## config.mk

```make
export PLATFORM = sky130hd
export DESIGN_NAME = rs_ccff_chain
export DESIGN_NICKNAME = d
export VERILOG_FILES = /design/src/rtl/rs_ccff_chain.sv
export SDC_FILE = /design/constraint.sdc
export NUM_CORES = 1
export LEC_CHECK = 0
export BUFFER_PORTS_ARGS = -buffer_cell sky130_fd_sc_hd__buf_2
export CORE_AREA = 2 2 56 58
export DETAILED_ROUTE_END_ITERATION = 6
export DIE_AREA = 0 0 58 60
export SYNTH_ARGS = -nofsm -noshare
export SYNTH_HDL_FRONTEND = slang
export SYNTH_SLANG_ARGS = --single-unit
```

## constraint.sdc

```tcl
create_clock -name CK -period 2.45 [get_ports CK]
set_input_delay 0.245 -clock CK [delete_from_list [all_inputs] [get_ports CK]]
set_output_delay 0.245 -clock CK [all_outputs]
set_load 0.05 [all_outputs]
```

## src/rtl/rs_ccff_chain.sv

```systemverilog
// Configuration-chain segment: serial shift register with a shadow MEM register
// that commits only on a full-frame UPDATE and can be reloaded for readback.
module rs_ccff_chain #(
    parameter int               WIDTH = 8,
    parameter logic [WIDTH-1:0] INIT  = '0
) (
    input  logic             CK,
    input  logic             RST,
    input  logic             D,
    input  logic             SE,
    input  logic             UPDATE,
    input  logic             CAPTURE,
    output logic             Q,
    output logic [WIDTH-1:0] MEM,
    output logic             DONE,
    output logic             ERR
);
    localparam int CW = $clog2(WIDTH + 1);

    logic [WIDTH-1:0] sr, sr_n, sr_shift, mem, mem_n;
    logic [CW-1:0]    cnt, cnt_n;
    logic             err, err_n;
    logic             full, illegal;

    generate
        if (WIDTH == 1) begin : g_w1
            assign sr_shift = D;
        end else begin : g_wn
            assign sr_shift = {sr[WIDTH-2:0], D};
        end
    endgenerate

    assign full    = (cnt == CW'(WIDTH));
    assign illegal = (SE & UPDATE) | (SE & CAPTURE) | (UPDATE & CAPTURE);

    always_ff @(posedge CK) begin
        if (RST) begin
            sr  <= '0;
            cnt <= '0;
            mem <= INIT;
            err <= 1'b0;
        end else begin
            sr  <= sr_n;
            cnt <= cnt_n;
            mem <= mem_n;
            err <= err_n;
        end
    end

    // Any conflicting request only flags the error; no state moves that cycle.
    always_comb begin
        sr_n  = sr;
        cnt_n = cnt;
        mem_n = mem;
        err_n = err;
        if (illegal) begin
            err_n = 1'b1;
        end else if (SE) begin
            sr_n  = sr_shift;
            cnt_n = full ? cnt : cnt + 1'b1;
        end else if (UPDATE) begin
            if (full) begin
                mem_n = sr;
                cnt_n = '0;
            end else begin
                err_n = 1'b1;
            end
        end else if (CAPTURE) begin
            sr_n  = mem;
            cnt_n = '0;
        end
    end

    always_comb begin
        Q    = sr[WIDTH-1];
        MEM  = mem;
        DONE = full;
        ERR  = err;
    end
endmodule

```

==> metrics.txt, run 1 <==
mapped cell area=1100 um^2; vias=roughly 950; # IOs=17; max cap viols=0; most frequent cells in the layout=dfxtp_1, a21oi_1, o21ai_0, buf_2, nand3_1; Clock Tree Buf Depth=2; FP Rows=20; grt ovf=0; max-slew violation count=0; multi-input combinational cell area=about 600 um^2; antenna diode count=0; Routed WL=roughly 2.3 mm; min-delay worst type=input pin to register; Yosys cell types=31; DR iter-0 viols=29; power per cell area=483 nW/um^2; register area=about 420 um^2; # DRC=0; crit path cell chain=inv_1, ha_1, nand3b_1, inv_1, buf_2; Starting Density=a little under two fifths; YS warnings=0; Die Wd=slightly below 60 um; CTS buffer count=3; Synth Instances=approximately 130; number of global-route vias before repair=882; share of layout cells above drive strength 1=between 15 and 20%; ys async rst share=0%; Slew HR=about three fifths; Final Hold Viols=0; status=complete, no violations; H-tree Lvls=1; Post-synth EDFFs=0; Setup-failing EPs final=0; clk sinks=21; antenna violations before repair=0; dominant cells by area after synthesis=dfxtp_1, a21oi_1, mux2i_1; syn avg cell area=8.81 um^2; CP startpoint kind=register; final core occ=41.0%; GRT Overall Usage=14.4%; Die Y=about 60 um; drt wl/cell=between 10 and 15 um; drt via density=approximately 5.6; Area Overhead vs Synth=8.07%; most common cell after layout, fill and taps aside=dfxtp_1; root buffer cell=clkbuf_4; RSZ-0062 raised after global routing=no; critical path arrival=approximately 1.7 ns; number of gates resized after cts=0; critical path's slowest cell=dfxtp_1; clock latency on the worst-skew pair=~0.30 ns; top cell type's share of synthesized area=approximately two fifths; CP max stage delay=about 0.38 ns; Crit Path Class=register to output pin; Setup Skew=between 0.003 and 0.004 ns; hold buffers post-CTS=0; routability cong.=0.823; Least-Margin Pin Slew=between 0.5 and 0.6 ns; # nets final=144; core area=about 2900 um^2; Final period util=between 70 and 80%; FMAX=between 500 and 600 MHz; minimum clock period=1.95 ns; main flop type after synthesis=dfxtp_1; post-CTS setup buffer count=0; cell mode on critical path=inv_1; Post-Syn Nets=roughly 130; CTS tree=built; top cell type by total area after synthesis=dfxtp_1; largest net degree at the start of global routing=27; # fillers=between 200 and 300; CP Max Fanout=12; DIE AREA=about 3500 um^2; delay-heaviest family, CP=buffers and inverters; crit end category=output pin; PortBufs=16; first-pass GRT wire length=3.95 mm; Critical Path RT=roughly 2.2 ns; Peak VDD IR=around 460 uV; LEAKAGE=approximately 0.45 nW; FF+latch count, synth=21; drt first pass iters=4; final antenna-violating net count=0; Final HPWL DP=1.56 mm; worst path bufs/invs=3; Setup TNS=0 ns; Worst-path clk slew=about 0.12 ns; sequential-to-total area share from yosys stat=roughly two fifths
## cells in the mapped netlist (all sizes together) (4+ instances only)
master,n
dfxtp,21
clkbuf,7
mux2i,9
o21ai,16
inv,4
nand3,11
or3,9
a21oi,18
buf,4
## tightest hold or removal path, stage by stage
cell	delay, ns
buf_2	0.10
mux2i_1	0.11
or3_1	0.11
a21oi_1	0.06
## final cells by class
cell class,count,share of cell area (%)
timing repair buffer,17,7.36
clock inverter,1,0.421
tap,33,3.47
clock buffer,3,1.89
sequential,21,35.3
inverter,4,1.26
multi-input combinational,89,50.3
## worst paths after layout
kind | startpoint | cells past startpoint | slack [ns] | to
max reg2reg | cnt[0] | 6 | 0.84 | cnt[0]
min | D | 4 | 0.35 | sr[0]
max | cnt[0] | 5 | 0.50 | DONE
min reg2reg | sr[4] | 2 | 0.49 | MEM[4]
## metrics by stage
stage	hold slack [ns]	total power, mW	cell area [um^2]	cells	setup slack (ns)
detailed placement	0.472	0.416	1160	164	0.844
CTS	0.328	0.583	1190	168	0.491
floorplan	0.453	0.407	1100	125	0.672
finish	0.352	0.575	1190	168	0.505
global route	0.354	0.600	1190	168	0.367
global placement	0.473	0.415	1160	164	0.887
## sequential cells by signal, summed over array words and instances, names as in the netlist
name / flops
MEM: 8
sr: 8
ERR: 1
cnt: 4
## routing by layer
metal,vias to the layer above,track usage [%],share of wire [%]
met5,-,0,0
met2,28,24.0,47
li1,480,-,-
met1,440,19.0,47
met3,0,4.76,6.0
met4,0,0.997,0
## kinds of logic after synthesis
| logic type | after synthesis | share of synthesized area (%) |
|---|---|---|
| DFF | 21 | 38.2 |
| xor gates and xnor gates | 1 | 1.48 |
| AOI/OAI and AO/OA | 41 | 20.8 |
| buffers and inverters | 15 | 7.50 |
| muxes | 9 | 8.18 |
| adders and majority gates | 2 | 2.27 |
| and+or+nand+nor | 36 | 21.6 |
## power breakdown
group          internal, mW  switching (mW)  total, mW
logic                0.0185          0.0428     0.0613
clock network        0.0608           0.105      0.166
registers             0.345         0.00301      0.348
No activity file was read; power rests on OpenSTA's default activity.
==> inputs of run 2 (changes only) <==
--- a/config.mk
+++ b/config.mk
@@ -5,10 +5,11 @@
 export SDC_FILE = /design/constraint.sdc
 export NUM_CORES = 1
 export LEC_CHECK = 0
+export ABC_AREA = 1
 export BUFFER_PORTS_ARGS = -buffer_cell sky130_fd_sc_hd__buf_2
-export CORE_AREA = 2 2 56 58
+export CORE_AREA = 2 2 54 56
 export DETAILED_ROUTE_END_ITERATION = 6
-export DIE_AREA = 0 0 58 60
+export DIE_AREA = 0 0 56 58
 export SYNTH_ARGS = -nofsm -noshare
 export SYNTH_HDL_FRONTEND = slang
 export SYNTH_SLANG_ARGS = --single-unit
==> constraint.sdc (replaced) <==
create_clock -name CK -period 1.55 [get_ports CK]
set_input_delay 0.155 -clock CK [delete_from_list [all_inputs] [get_ports CK]]
set_output_delay 0.155 -clock CK [all_outputs]
set_load 0.05 [all_outputs]
==> metrics.txt, run 2 <==
PortBufs=16 (unchanged); Starting Density=38.5% (was 37.9%); minimum clock period=approximately 1.5 ns; CP startpoint kind=register (unchanged); most frequent cell after synthesis=nand2_1 (was dfxtp_1); antenna violations before repair=0 (unchanged); root buffer cell=clkbuf_4 (unchanged); placed cell area=1130 um^2 (was 1160 um^2); compound-gate portion of the synthesized area=11.8% (was 20.8%); main flop type after synthesis=dfxtp_1 (unchanged); Area Overhead vs Synth=16.6% (was 8.07%); largest family of logic cells by synthesized area=simple AND/OR/NAND/NOR gates (unchanged); CP startpoint=cnt[0] (unchanged); adder-cell area share of the yosys netlist=2.44% (was 2.27%); CTS buffer count=3 (unchanged); post-route cell area=1190 um^2 (about the same); vias=992 (was 948); Post-Synth Simple-Gate Area=38.2% (was 21.6%); Clock Tree Buf Depth=2 (unchanged); most frequent cells in the layout=nand2_1, nor2_1, dfxtp_1 (was dfxtp_1, a21oi_1, o21ai_0, buf_2, nand3_1); Final period util=just under 100%; reg2reg setup slack=0.15 ns (was 0.84 ns); FF-to-FF path depth=9 (was 6); status=complete, no violations (unchanged); drt via density=4.86 (was 5.64); ys async rst share=0% (unchanged); crit end category=output pin (unchanged); worst r2r src=cnt[0] (unchanged); final antenna-violating net count=0 (unchanged); Die Y=58 um (was 60 um); top cell type's share of synthesized area=41.0% (was 38.2%); final core occ=44.9% (was 41.0%); YS warnings=0 (unchanged); dominant cells by area after synthesis=dfxtp_1, nand2_1, nor2_1 (was dfxtp_1, a21oi_1, mux2i_1); min-delay worst type=input pin to register (unchanged); Final HPWL DP=1.58 mm (was 1.56 mm); drt wl/cell=11.2 um (was 13.8 um); Total Power=1.10 mW (was 0.575 mW); max cap viols=0 (unchanged); WHS=0.176 ns (was 0.352 ns); power per cell area=924 nW/um^2 (was 483 nW/um^2); CTS tree=built (unchanged); setup ws final=0.0582 ns (was 0.505 ns); XOR/XNOR share of the synthesized area=0% (was 1.48%); Yosys cell types=18 (was 31); LEAKAGE=0.579 nW (was 0.451 nW); drt first pass iters=4 (unchanged); # DRC=0 (unchanged); grt ovf=0 (unchanged); Setup-failing EPs final=0 (unchanged); max-slew violation count=0 (unchanged); Routed WL=2.29 mm (was 2.32 mm); Synth top cells by count=nand2_1, nor2_1, dfxtp_1 (was dfxtp_1, a21oi_1, o21ai_0); DR iter-0 viols=52 (was 29); syn avg cell area=6.61 um^2 (was 8.81 um^2); FP Rows=19 (was 20); most common cell after layout, fill and taps aside=nand2_1 (was dfxtp_1); Final Hold Viols=0 (unchanged); Slew HR=67.6% (was 59.9%); CP Max Fanout=3 (was 12); # IOs=17 (unchanged); clk sinks=21 (unchanged); DIE AREA=3250 um^2 (was 3480 um^2); share of layout cells above drive strength 1=21.4% (was 17.0%); Post-Syn Nets=163 (was 133); Critical Path RT=1.39 ns (was 2.20 ns); Setup Skew=0.0104 ns (was 0.00372 ns); FMAX=around 670 MHz; pre-CTS setup slack=0.150 ns (was 0.844 ns); mapped cell area=1020 um^2 (was 1100 um^2); Worst-path clk slew=0.14 ns (was 0.12 ns); Peak VDD IR=662 uV (was 465 uV); Post-synth EDFFs=0 (unchanged); clock latency on the worst-skew pair=0.32 ns (was 0.30 ns); core area=2660 um^2 (was 2900 um^2); sequential-to-total area share from yosys stat=41.0% (was 38.2%); first-pass GRT wire length=3.91 mm (was 3.95 mm); FF+latch count, synth=21 (unchanged); Synth Instances=155 (was 125); CP Capture Point=DONE (unchanged); # nets final=182 (was 144); number of global-route vias before repair=883 (was 882); Crit Path Class=register to output pin (unchanged); antenna diode count=0 (unchanged); critical path arrival=1.34 ns (was 1.70 ns); H-tree Lvls=1 (unchanged); mux cell area share after synthesis=0% (was 8.18%); GRT Overall Usage=15.2% (was 14.4%); routability cong.=0.794 (was 0.823); Die Wd=56 um (was 58 um); Least-Margin Pin Slew=0.486 ns (was 0.598 ns); top cell type by total area after synthesis=dfxtp_1 (unchanged); largest net degree at the start of global routing=20 (was 27); Worst R2R End=cnt[0] (unchanged)
-- run 2: changes by cell type after synthesis, moves of 6 or more --
cell / previous run / this run
nor2_1: 1 / 40
mux2i_1: 9 / 0
a21oi_1: 18 / 4
nand2_1: 2 / 43
clkbuf_1: 7 / 1
or3_1: 9 / 0
nand3_1: 11 / 5
-- run 2: metrics by stage --
stage	instances	setup TNS, ns
floorplan	155	0
global placement	199	0
detailed placement	199	0
CTS	203	0
global route	204	-0.0269
finish	204	0
-- run 2: how the worst min path moves through the flow --
| stage | start | end | slack [ns] | depth (start not counted) |
|---|---|---|---|---|
| finish | D | sr[0] | 0.18 | 5 |
| global route | D | sr[0] | 0.19 | 5 |
| CTS | RST | ERR | 0.004 | 2 |
| detailed placement | RST | cnt[2] | 0.36 | 2 |
| global placement | RST | cnt[2] | 0.35 | 2 |
| floorplan | RST | ERR | 0.22 | 1 |
-- run 2: metal layers --
metal	wire [um]	vias to the layer above	global-route usage [%]
li1	-	518	-
met2	1110	29	24.7
met5	0	-	0
met3	160	4	4.91
met4	25	0	4.42
met1	991	441	19.5
-- run 2: cell families after synthesis --
group / Yosys count
buffers and inverters: 15
AND/OR/NAND/NOR: 95
AO/OA/AOI/OAI: 22
adder cells (fa/ha/maj): 2
flip-flops: 21
-- run 2: power by group --
group          switching, mW  total (mW)  internal [mW]
Combinational          0.152       0.222         0.0708
Clock                  0.190       0.289         0.0986
Sequential            0.0224       0.593          0.571
-- run 2: timing repair --
item	in CTS	in global routing
hold buffers	0	1
setup buffers	0	0
resized for setup	1	9
endpoints found under the setup margin	1	9
pin swaps	0	1
endpoints found under the hold margin	0	1
-- run 2: area by class of cell --
type                    count  area (um^2)
well taps                  31         38.8
fillers                   288         1470
multi-input cells         119          557
flip-flops and latches     21          423
clock inverters             1         7.51
clock buffers               3         22.5
repair buffers             17          100
inverters                  12         46.3
-- run 2: worst max-delay path: stages, from the launching register on --
cell and delay, ns:
dfxtp_2 0.35, inv_2 0.06, ha_2 0.19, nand2_2 0.07
nor2_4 0.18, buf_8 0.17
==> inputs of run 3 (changes only) <==
--- a/config.mk
+++ b/config.mk
@@ -7,9 +7,11 @@
 export LEC_CHECK = 0
 export ABC_AREA = 1
 export BUFFER_PORTS_ARGS = -buffer_cell sky130_fd_sc_hd__buf_2
-export CORE_AREA = 2 2 54 56
+export CORE_AREA = 2 2 42 72
 export DETAILED_ROUTE_END_ITERATION = 6
-export DIE_AREA = 0 0 56 58
+export DIE_AREA = 0 0 44 74
+export PLACE_DENSITY = 0.62
+export RECOVER_POWER = 25
 export SYNTH_ARGS = -nofsm -noshare
 export SYNTH_HDL_FRONTEND = slang
 export SYNTH_SLANG_ARGS = --single-unit
==> metrics.txt, run 3 (synthesis results as in run 2) <==
min-delay worst type=input pin to register (unchanged); crit path cell chain=inv_1, ha_1, nand2_1, nor2_4, buf_2 (was inv_2, ha_2, nand2_2, nor2_4, buf_8); Post-Place Cells=196 (was 199); RSZ-0062 raised after global routing=yes; share of layout cells above drive strength 1=15.6% (was 21.4%); grt ovf=0 (unchanged); Area Overhead vs Synth=14.2% (was 16.6%); busiest grt layer=met2 (unchanged); most frequent cells in the layout=nand2_1, nor2_1, dfxtp_1 (unchanged); number of global-route vias before repair=888 (was 883); Final period util=96.6% (was 96.2%); Slew HR=60.3% (was 67.6%); CP startpoint kind=register (unchanged); Peak VDD IR=562 uV (was 662 uV); Worst-path clk slew=0.08 ns (was 0.14 ns); CP max stage delay=0.33 ns (was 0.35 ns); CP Max Fanout=3 (unchanged); Die Y=74 um (was 58 um); FMAX=668 MHz (was 670 MHz); largest net degree at the start of global routing=20 (unchanged); Clock Tree Buf Depth=2 (unchanged); Crit Path Class=register to output pin (unchanged); reg2reg setup slack=0.14 ns (was 0.15 ns); root buffer cell=clkbuf_8 (was clkbuf_4); status=complete, no violations (unchanged); FP Rows=25 (was 19); H-tree Lvls=1 (unchanged); worst path bufs/invs=2 (unchanged); Critical Path RT=1.39 ns (about the same); core area=2690 um^2 (was 2660 um^2); # IOs=17 (unchanged); critical path arrival=1.34 ns (about the same); register area=420 um^2 (was 423 um^2); Die Wd=44 um (was 56 um); final core occ=43.5% (was 44.9%); antenna diode count=0 (unchanged); Least-Margin Pin Slew=0.598 ns (was 0.486 ns); clk sinks=21 (unchanged); DIE AREA=3260 um^2 (was 3250 um^2); antenna violations before repair=0 (unchanged); max cap viols=0 (unchanged); Final Hold Viols=0 (unchanged); final antenna-violating net count=0 (unchanged); post-route insts no fill=200 (was 204); # DRC=0 (unchanged); multi-input combinational cell area=543 um^2 (was 557 um^2); crit end category=output pin (unchanged); drt wl/cell=11.7 um (was 11.2 um); PortBufs=16 (unchanged); critical path's slowest cell=dfxtp_1 (was dfxtp_2); power per cell area=995 nW/um^2 (was 924 nW/um^2); vias=966 (was 992); CTS tree=built (unchanged); Global Route met1 Usage=19.4% (was 19.5%); drt via density=4.83 (was 4.86); first-pass GRT wire length=3.99 mm (was 3.91 mm); Starting Density=38.1% (was 38.5%); global routing met2 resource utilization=28.3% (was 24.7%); CTS buffer count=3 (unchanged); most common cell after layout, fill and taps aside=nand2_1 (unchanged); # nets final=182 (unchanged); met3 Use GR=1.70% (was 4.91%); Setup Skew=0.00188 ns (was 0.0104 ns); Final HPWL DP=1.76 mm (was 1.58 mm); clock latency on the worst-skew pair=0.26 ns (was 0.32 ns); routability cong.=0.763 (was 0.794); delay-heaviest family, CP=buffers and inverters (was flip-flops); minimum clock period=1.50 ns (was 1.49 ns); # fillers=298 (was 288); number of gates resized after cts=0 (was 1); LEAKAGE=0.565 nW (was 0.579 nW); GRT Overall Usage=16.4% (was 15.2%); max-slew violation count=0 (unchanged); DR iter-0 viols=9 (was 52); Total Power=1.16 mW (was 1.10 mW); Setup-failing EPs final=0 (unchanged); Routed WL=2.34 mm (was 2.29 mm); drt first pass iters=4 (unchanged)
[run 3: cell types whose count changed in the layout (fill, tap and decap cells not counted), sizes merged]
| cell | previous run | this run |
|---|---|---|
| clkbuf | 3 | 9 |
| buf | 16 | 11 |
| clkinv | 1 | 2 |
| clkinvlp | 1 | 0 |
| dlygate4sd3 | 1 | 0 |
[run 3: per-layer routing]
layer	wire length (um)	vias up
met2	1210	11
met4	52	0
met5	0	-
met1	1020	429
met3	56	4
li1	-	522
[run 3: power breakdown]
group | switching, mW | internal (mW) | leakage (nW)
registers | 0.0214 | 0.569 | 0.172
clock network | 0.186 | 0.179 | 0.0255
logic | 0.147 | 0.0605 | 0.368
[run 3: stage by stage]
stage	setup WS [ns]	TNS, ns	cell area, um^2	hold slack, ns
floorplan	0.0443	0	1030	0.224
global placement	0.198	0	1130	0.344
detailed placement	0.119	0	1130	0.349
CTS	0.0372	0	1180	0.0646
global route	-0.0507	-0.103	1170	0.0803
finish	0.0530	0	1170	0.0686
[run 3: final timing paths]
kind | start | to | cells after the start
max | cnt[0] | DONE | 5
min | RST | ERR | 2
max reg2reg | cnt[0] | MEM[4] | 8
min reg2reg | ERR | ERR | 2
[run 3: final cells by class]
| class | instances | share of cell area [%] |
|---|---|---|
| clock inverters | 1 | 0.428 |
| multi-input cells | 119 | 46.4 |
| inverters | 12 | 3.96 |
| repair buffers | 17 | 6.84 |
| well taps | 27 | 2.89 |
| flip-flops and latches | 21 | 35.9 |
| clock buffers | 3 | 3.53 |
[run 3: repair_timing]
item,4_1_cts,5_1_grt
hold buffers,0,0
endpoints found under the setup margin,0,4
buffers inserted,0,0
